$ cat config.mk
export PLATFORM = sky130hd
export DESIGN_NAME = calc_sequencer
export DESIGN_NICKNAME = d
export VERILOG_FILES = /design/src/rtl/calc_sequencer.sv
export SDC_FILE = /design/constraint.sdc
export NUM_CORES = 1
export LEC_CHECK = 0
export ABC_AREA = 1
export CAP_MARGIN = 10
export CORE_ASPECT_RATIO = 0.6
export CORE_MARGIN = 3
export CORE_UTILIZATION = 61
export DETAILED_ROUTE_END_ITERATION = 6
export PLACE_DENSITY = 0.88
export SETUP_SLACK_MARGIN = 0.3
export SLEW_MARGIN = 40
export SYNTH_ARGS = -nofsm -noshare
export SYNTH_HDL_FRONTEND = slang
export SYNTH_SLANG_ARGS = --single-unit
export TNS_END_PERCENT = 10
$ cat constraint.sdc
create_clock -name clk -period 3.7 [get_ports clk]
set_input_delay 0.37 -clock clk [delete_from_list [all_inputs] [get_ports clk]]
set_output_delay 0.37 -clock clk [all_outputs]
set_load 0.005 [all_outputs]
$ cat src/rtl/calc_sequencer.sv
// calc_sequencer: calculator control FSM that assembles A/op/B from grid selection
// codes, sequences a single-cycle ALU and a shift-add multiplier, and drives the display.
// Ports: clk, rst (async active-low), sel/val (select pulse + code), dec_mode,
//        restriction (= dec_mode), display, state, busy (in COMPUTE), done (SHOW entry pulse).
// Optional: define CALC_OVF_EN to add the ovf output (carry/borrow/product overflow).
module calc_sequencer #(
    parameter int WIDTH  = 16,
    parameter int DIGITS = WIDTH / 4
) (
    input  logic             clk,
    input  logic             rst,
    input  logic             sel,
    input  logic [4:0]       val,
    input  logic             dec_mode,
    output logic             restriction,
    output logic [WIDTH-1:0] display,
    output logic [1:0]       state,
    output logic             busy,
`ifdef CALC_OVF_EN
    output logic             ovf,
`endif
    output logic             done
);
    typedef enum logic [1:0] {ENTER_A, ENTER_B, COMPUTE, SHOW} state_e;
    localparam int CW = $clog2(DIGITS + 1);
    localparam int MW = $clog2(WIDTH);
`ifdef CALC_OVF_EN
    localparam int PW = 2 * WIDTH;
`else
    localparam int PW = WIDTH;
`endif
    state_e           state_q, state_d;
    logic [WIDTH-1:0] a_q, a_d, b_q, b_d, res_q, res_d, disp_q;
    logic [2:0]       op_q, op_d;
    logic [CW-1:0]    cnt_q, cnt_d;
    logic [MW-1:0]    mcnt_q, mcnt_d;
    logic [PW-1:0]    prod_q, prod_d, prod_n;
    logic             done_q, done_d, wipe;
    logic [4:0]       base;
    logic [WIDTH-1:0] base_w, add_r, alu;
    logic             is_op, dig_base, dig_ok;
    assign restriction = dec_mode;
    assign state       = state_q;
    assign busy        = state_q == COMPUTE;
    assign done        = done_q;
    assign base        = dec_mode ? 5'd10 : 5'd16;
    assign base_w      = WIDTH'(base);
    assign dig_base    = val < base;
    assign dig_ok      = dig_base && cnt_q < CW'(DIGITS);
    assign is_op       = val inside {5'h10, 5'h11, 5'h12, 5'h14, 5'h15};
`ifdef CALC_OVF_EN
    logic carry, alu_ovf, ovf_q, ovf_d;
    assign {carry, add_r} = {1'b0, a_q} + {1'b0, b_q};
    assign alu_ovf = op_q == 3'd0 ? carry : op_q == 3'd4 ? a_q < b_q : 1'b0;
    assign ovf = ovf_q;
`else
    assign add_r = a_q + b_q;
`endif
    // op_q holds val[2:0]: 0 add, 1 mul, 2 and, 4 sub, 5 or
    assign alu = op_q == 3'd0 ? add_r : op_q == 3'd4 ? a_q - b_q : op_q == 3'd2 ? a_q & b_q : a_q | b_q;
    // One shift-add step per cycle; the accumulator restarts on the first step
    assign prod_n = (mcnt_q == '0 ? '0 : prod_q) + (b_q[mcnt_q] ? PW'(a_q) << mcnt_q : '0);
    // COMPUTE shows whatever was on screen when it was entered
    assign display = state_q == ENTER_A ? a_q :
                     state_q == ENTER_B ? (cnt_q != '0 ? b_q : a_q) :
                     state_q == SHOW ? res_q : disp_q;
    always_comb begin
        state_d = state_q;
        a_d     = a_q;
        b_d     = b_q;
        res_d   = res_q;
        op_d    = op_q;
        cnt_d   = cnt_q;
        mcnt_d  = mcnt_q;
        prod_d  = prod_q;
        done_d  = 1'b0;
        wipe    = 1'b0;
`ifdef CALC_OVF_EN
        ovf_d   = ovf_q;
`endif
        unique case (state_q)
            ENTER_A: if (sel) begin
                if (dig_ok) begin
                    a_d   = a_q * base_w + WIDTH'(val);
                    cnt_d = cnt_q + CW'(1);
                end else if (is_op) begin
                    op_d    = val[2:0];
                    b_d     = '0;
                    cnt_d   = '0;
                    state_d = ENTER_B;
                end else if (val == 5'h16) begin
                    a_d   = '0;
                    cnt_d = '0;
                end else if (val == 5'h17) begin
                    wipe = 1'b1;
                end
            end
            ENTER_B: if (sel) begin
                if (dig_ok) begin
                    b_d   = b_q * base_w + WIDTH'(val);
                    cnt_d = cnt_q + CW'(1);
                end else if (is_op) begin
                    op_d = val[2:0];
                end else if (val == 5'h16) begin
                    b_d   = '0;
                    cnt_d = '0;
`ifdef CALC_OVF_EN
                    ovf_d = 1'b0;
`endif
                end else if (val == 5'h17) begin
                    wipe    = 1'b1;
                    state_d = ENTER_A;
                end else if (val == 5'h13) begin
                    state_d = COMPUTE;
                end
            end
            COMPUTE: if (op_q == 3'd1) begin
                prod_d = prod_n;
                mcnt_d = mcnt_q + MW'(1);
                if (mcnt_q == MW'(WIDTH - 1)) begin
                    res_d   = prod_n[WIDTH-1:0];
                    mcnt_d  = '0;
                    done_d  = 1'b1;
                    state_d = SHOW;
`ifdef CALC_OVF_EN
                    ovf_d   = |prod_n[PW-1:WIDTH];
`endif
                end
            end else begin
                res_d   = alu;
                done_d  = 1'b1;
                state_d = SHOW;
`ifdef CALC_OVF_EN
                ovf_d   = alu_ovf;
`endif
            end
            SHOW: if (sel) begin
                if (dig_base) begin
                    a_d     = WIDTH'(val);
                    cnt_d   = CW'(1);
                    state_d = ENTER_A;
                end else if (is_op) begin
                    a_d     = res_q;
                    op_d    = val[2:0];
                    b_d     = '0;
                    cnt_d   = '0;
                    state_d = ENTER_B;
                end else if (val == 5'h13) begin
                    a_d     = res_q;
                    state_d = COMPUTE;
                end else if (val == 5'h16 || val == 5'h17) begin
                    wipe    = 1'b1;
                    state_d = ENTER_A;
                end
            end
            default: state_d = ENTER_A;
        endcase
        if (wipe) begin
            a_d   = '0;
            b_d   = '0;
            res_d = '0;
            op_d  = '0;
            cnt_d = '0;
        end
`ifdef CALC_OVF_EN
        if (state_d == ENTER_A) ovf_d = 1'b0;
`endif
    end
    always_ff @(posedge clk or negedge rst) begin
        if (!rst) begin
            state_q <= ENTER_A;
            a_q     <= '0;
            b_q     <= '0;
            res_q   <= '0;
            op_q    <= '0;
            cnt_q   <= '0;
            mcnt_q  <= '0;
            prod_q  <= '0;
            done_q  <= 1'b0;
            disp_q  <= '0;
`ifdef CALC_OVF_EN
            ovf_q   <= 1'b0;
`endif
        end else begin
            state_q <= state_d;
            a_q     <= a_d;
            b_q     <= b_d;
            res_q   <= res_d;
            op_q    <= op_d;
            cnt_q   <= cnt_d;
            mcnt_q  <= mcnt_d;
            prod_q  <= prod_d;
            done_q  <= done_d;
            disp_q  <= display;
`ifdef CALC_OVF_EN
            ovf_q   <= ovf_d;
`endif
        end
    end
endmodule

### Word level (Yosys, flattened, before mapping)

Index checks and enable logic that the tools add are counted.

| operators by class | value |
|---|---|
| add/subtract/negate cells | 7 |
| multipliers | 2 |
| $lt $le $gt $ge | 3 |
| equal/unequal tests | 40 |
| shift-type cells | 1 |
| multiplexer cells | 86 |
| bitwise operators | 2 |
| reductions and logical operators | 19 |

Operator list:

| kind | number |
|---|---|
| 2-to-1 mux 16 bit | 30 |
| 2-to-1 mux 3 bit | 17 |
| case mux 16 bit (3 select lines) | 1 |
| == test 5 bit (second input constant) | 8 |
| adder 16 bit | 2 |
| adder 16 x 5 -> 16 bit | 2 |
| multiplier 16 x 5 -> 16 bit | 2 |
| 2-to-1 mux 2 bit | 16 |
| case mux 16 bit (2 select lines) | 1 |
| != test 3 bit (second input constant) | 6 |
| AND 16 bit | 1 |
| != test 2 bit (second input constant) | 8 |
| bitwise OR 16 bit | 1 |
| left shift 16 x 4 -> 16 bit | 1 |
| subtractor 16 bit | 1 |
| 2-to-1 mux 1 bit | 14 |
| != test 4 bit (second input constant) | 3 |
| AND reduction 6 bit | 2 |
| AND reduction 11 bit | 1 |
| case mux 3 bit (3 select lines) | 1 |
| nonzero test 3 bit | 3 |
| != test 4 x 3 -> 1 bit (second input constant) | 2 |
| case mux 2 bit (4 select lines) | 1 |
| AND reduction 8 bit | 1 |
| other kinds (31) | 35 |

| storage, ports and cells | value |
|---|---|
| flip-flop bits (word level) | 93 |
| bits of input ports | 9 |
| output and inout bits | 21 |
| word-level logic and storage cells | 170 |

### Longest topological paths before layout

| depth | value |
|---|---|
| depth in word-level cells | 10 |
| gate-level depth with buffers | 25 |
| gate-level depth less buffers | 23 |

### Worst setup path before layout

OpenSTA, ideal clock, no wires.

| timing path | value |
|---|---|
| path type | input -> register |
| start point | in dec_mode |
| end point | reg a_q[13] |
| library setup time | 0.076 ns |
| data arrival time | 3.512 ns |
| required time | 3.624 ns |
| slack | 0.112 ns |
| stages | 19 |
| path buffers | 2 |
| cell sequence | clkbuf_1 -> buf_1 -> nor2_1 -> ha_1 -> inv_1 -> fa_1 -> fa_1 -> inv_1 -> ha_1 -> a21oi_1 -> o21ai_0 -> nand2_1 -> nand2_1 -> nand2_1 -> nand3_1 -> nand3_1 -> a21oi_1 -> nand2_1 -> o21ai_1 |

| between the ends | value |
|---|---|
| cells in the longest elaborated chain, start to end | 8 |
| elaborated cells on any way between the ends | 23 |
| those cells by class | add/sub: 1; mul: 1; order compare: 1; eq/ne: 5; mux: 12; reduce/logical: 3 |

Ends and longest elaborated chain:

| element | line | source |
|---|---|---|
| start, declared | 14 | `input logic dec_mode,` |
| 2-to-1 mux 5 bit (*) | 46 | `assign base = dec_mode ? 5'd10 : 5'd16;` |
| parallel branches: the longest is 7 deep, another holds multiplier 16 x 5 -> 16 bit | - |  |
| end signal, assigned | 172 | `a_q <= '0;` |
| end signal, assigned | 186 | `a_q <= a_d;` |
| end, declared | 33 | `logic [WIDTH-1:0] a_q, a_d, b_q, b_d, res_q, res_d, disp_q;` |

Mark *: on every way between the ends. The select of a mux whose other input is x is not followed.
A chain may end at the register's enable or synchronous reset.

### Worst setup path in the final report

| timing path | value |
|---|---|
| start point | reg a_q[2] |
| end point | reg a_q[14] |

| between the ends | value |
|---|---|
| cells in the longest elaborated chain, start to end | 6 |

Ends and longest elaborated chain:

| element | line | source |
|---|---|---|
| multiplier 16 x 5 -> 16 bit | 84 | `a_d = a_q * base_w + WIDTH'(val);` |
| adder 16 x 5 -> 16 bit | 84 |  |
| 2-to-1 mux 16 bit | 83 | `if (dig_ok) begin` |
| 2-to-1 mux 16 bit | 82 | `ENTER_A: if (sel) begin` |
| case mux 16 bit (2 select lines) | 81 | `unique case (state_q)` |
| 2-to-1 mux 16 bit | 158 | `if (wipe) begin` |

Every way passes these cells. The select of a mux whose other input is x is not followed.

==> run metrics <==
status finished, violations left; failing checks negative hold slack; leading area contributor after synthesis dfrtp_1; H-tree depth 3; Final Max Tran Viols 0; Yosys top cell area share 20.2%; arrival time worst endpoint 3870 ps; Iter 0 DRT Violations 2042; Static Leak 6.89 nW; CTS hold repair buffers 0; Starting Density 63.0%; DR pass1 iterations 6; Crit path required time 4010 ps; Worst VDD drop 0.876 mV; WHS -7.48 ps; Tmin final 3570 ps; Synth Cell Area 11500 µm²; FF+latch count, synth 93; CTS Buf Count 9; max-cap violations 0; Worst-Skew Late Latency 370 ps; Bufs on Longest Clock Path 2; Worst Path Max Fanout 4; Core Rows 38; routed len/inst 20.5 µm; die height 113 µm; worst r2r path cells 20; IO Port Bufs 29; syn_area_per_cell 6.59 µm²; clk slew on worst S/H paths 70 ps; die area 20600 µm²; final hold violations 5; Worst Setup Start Kind register; Slew headroom 46.5%; worst reg2reg path startpoint a_q[2]; power density cells 827 nW/µm²; vias in the first global route 11500; Fmax 280 MHz; main flop type after synthesis dfrtp_1; vias 12700; Worst-Margin Slew 798 ps; CORE AREA 18300 µm²; async set or reset register ratio after synthesis 100%; Design Area, Final 12900 µm²; yosys warns 0; Worst Skew 11.7 ps; final setup violating endpoints 0; Worst setup EP type register; r2r endpoint a_q[14]; period utilization 96.4%; DRC violations left 0; GR Overflow Total 0; EDFF count, synth 0; Placer Congestion 1.02; Final #Nets 1978; post-DP HPWL 32.3 mm; layout cells sized above 1 8.62%; fin cells 2039; Die W 184 µm; Unique masters post-synth 52; Num Clock Sinks 93; dpl cells 2012; via/cell ratio 6.23; placed cell area 12300 µm²; initial antenna violation count 0; largest net degree at the start of global routing 41; All-Layer GR Usage 39.7%; crit path launch a_q[2]; RSZ-0062 raised after global routing true; worst hold-check path type in2async; I/O pin count 30; ranking of synthesized cells by area dfrtp_1, nand2_1, ha_1; first-pass GRT wire length 64.0 mm; P&R area growth vs syn 11.5%; Seq/Total Area, Yosys 20.2%; detailed-route wire length 41.8 mm; Syn Nets 1934; antenna viol nets, final 0; CP endpoint a_q[14]; reg-to-reg setup timing slack 130 ps; type of the worst setup path reg2reg; CTS tree done; Synth Instances 1751; Antenna diodes 0; root buffer cell clkbuf_16
layout by cell type, fill, tap and decap left out, types with 3 or more instances in the layout:
cell	synthesis	routed
clkdlybuf4s50_1	0	26
o21bai_1	10	9
o22ai_1	12	12
o21ai_0	114	104
inv_1	242	231
a22o_1	3	3
o221ai_1	4	4
inv_2	7	19
clkinv_1	9	7
a21o_1	8	8
xnor2_1	11	11
o21a_1	4	4
dfrtp_2	0	5
buf_12	0	3
nand2_4	2	3
fa_1	28	27
a21oi_1	98	89
nor3_1	15	14
xor2_1	29	29
o211ai_1	18	18
buf_4	3	54
nand3b_1	8	8
nor2_2	2	4
nand3_2	2	6
o21ai_1	14	22
nand2_1	501	492
a31oi_1	21	21
nor2_1	107	105
ha_4	0	3
ha_1	146	142
clkbuf_16	0	10
dfrtp_1	93	88
a21oi_2	0	7
a21oi_4	1	3
nand2_2	4	12
nand4_1	14	14
or2_2	3	3
nand3_1	148	142
cell usage after synthesis (15+ instances only):
library cell,n
fa_1,28
nor3_1,15
a31oi_1,21
dfrtp_1,93
inv_1,242
ha_1,146
nand3_1,148
xor2_1,29
a21oi_1,98
o21ai_0,114
o211ai_1,18
clkbuf_1,38
nand2_1,501
nor2_1,107
metrics by stage:
step / total power [mW] / TNS (ps) / utilization, % / setup WS (ps)
3_5_place_dp: 8.98 / -219 / 66.9 / -78.4
2_1_floorplan: 6.57 / 0 / - / 322
4_1_cts: 10.0 / 0 / 68.6 / 250
3_3_place_gp: 8.79 / -96.0 / 66.9 / -49.2
5_1_grt: 11.4 / 0 / 70.3 / 36.0
6_report: 10.6 / 0 / 70.3 / 133
how the worst min path moves through the flow:
| stage | from | end | slack, ps | cells past startpoint |
|---|---|---|---|---|
| 2_1_floorplan | rst | a_q[0] | 70 | 0 |
| 5_1_grt | rst | b_q[14] | 20 | 1 |
| 3_5_place_dp | rst | b_q[14] | 410 | 1 |
| 6_report | rst | b_q[10] | -7 | 1 |
| 3_3_place_gp | rst | b_q[10] | 400 | 1 |
| 4_1_cts | rst | b_q[14] | 20 | 1 |
repair_timing:
action / 4_1_cts / 5_1_grt
resized for setup: 6 / 66
pin swaps: 0 / 17
cloned: 0 / 1
setup endpoints to repair: 10 / 42
setup buffers: 1 / 10
layout make-up:
type                            count  area [µm²]
Clock inverter                      5        60.1
Timing Repair Buffer               86         771
Fill cell                        1510        5440
Sequential cell                    93        2330
Multi-Input combinational cell   1347        8190
Tap cell                          240         300
Clock buffer                       10         239
Inverter                          258         971
where the power goes:
part / leakage [nW] / internal, mW / total, mW / switching (mW)
Clock: 0.145 / 0.543 / 1.01 / 0.468
Sequential: 1.23 / 1.39 / 1.79 / 0.395
Combinational: 5.51 / 2.67 / 7.84 / 5.17
metal layers:
layer	GRT usage [%]	share of wire (%)	routed length, µm
met3	11.7	15	6270
met4	9.84	2.7	1130
met5	0	0	0
met1	61.7	44	18300
met2	53.4	38	16100
state kept, by name, summed over array words and instances, names as in the netlist:
register / count
disp_q: 16
cnt_q: 3
b_q: 16
op_q: 3
a_q: 16
state: 2
prod_q: 16
res_q: 16
done: 1
mcnt_q: 4
critical path: stages (launching register included):
cell,delay [ps]
dfrtp_1,430
nand2_1,80
inv_1,60
ha_1,280
inv_1,60
fa_1,570
fa_1,430
inv_1,100
ha_4,200
buf_4,150
nand2_1,70
nand3_2,110
nand4_1,150
nand2_2,130
a21oi_2,190
inv_1,60
nand2_1,50
nand3_1,70
a21oi_2,160
nand2_1,70
nand2_1,90
cell families (layout without fill, tap and decap cells):
logic type,after synthesis,after routing,share of synthesized area [%]
buffers and inverters,311,359,10.5
muxes,2,2,0.174
xor gates and xnor gates,40,40,3.04
and+or+nand+nor,814,814,29.9
DFF,93,93,20.2
other,1,1,0.0325
AOI/OAI and AO/OA,316,316,15.5
adders and majority gates,174,174,20.7
(Power assumes the default switching activity.)
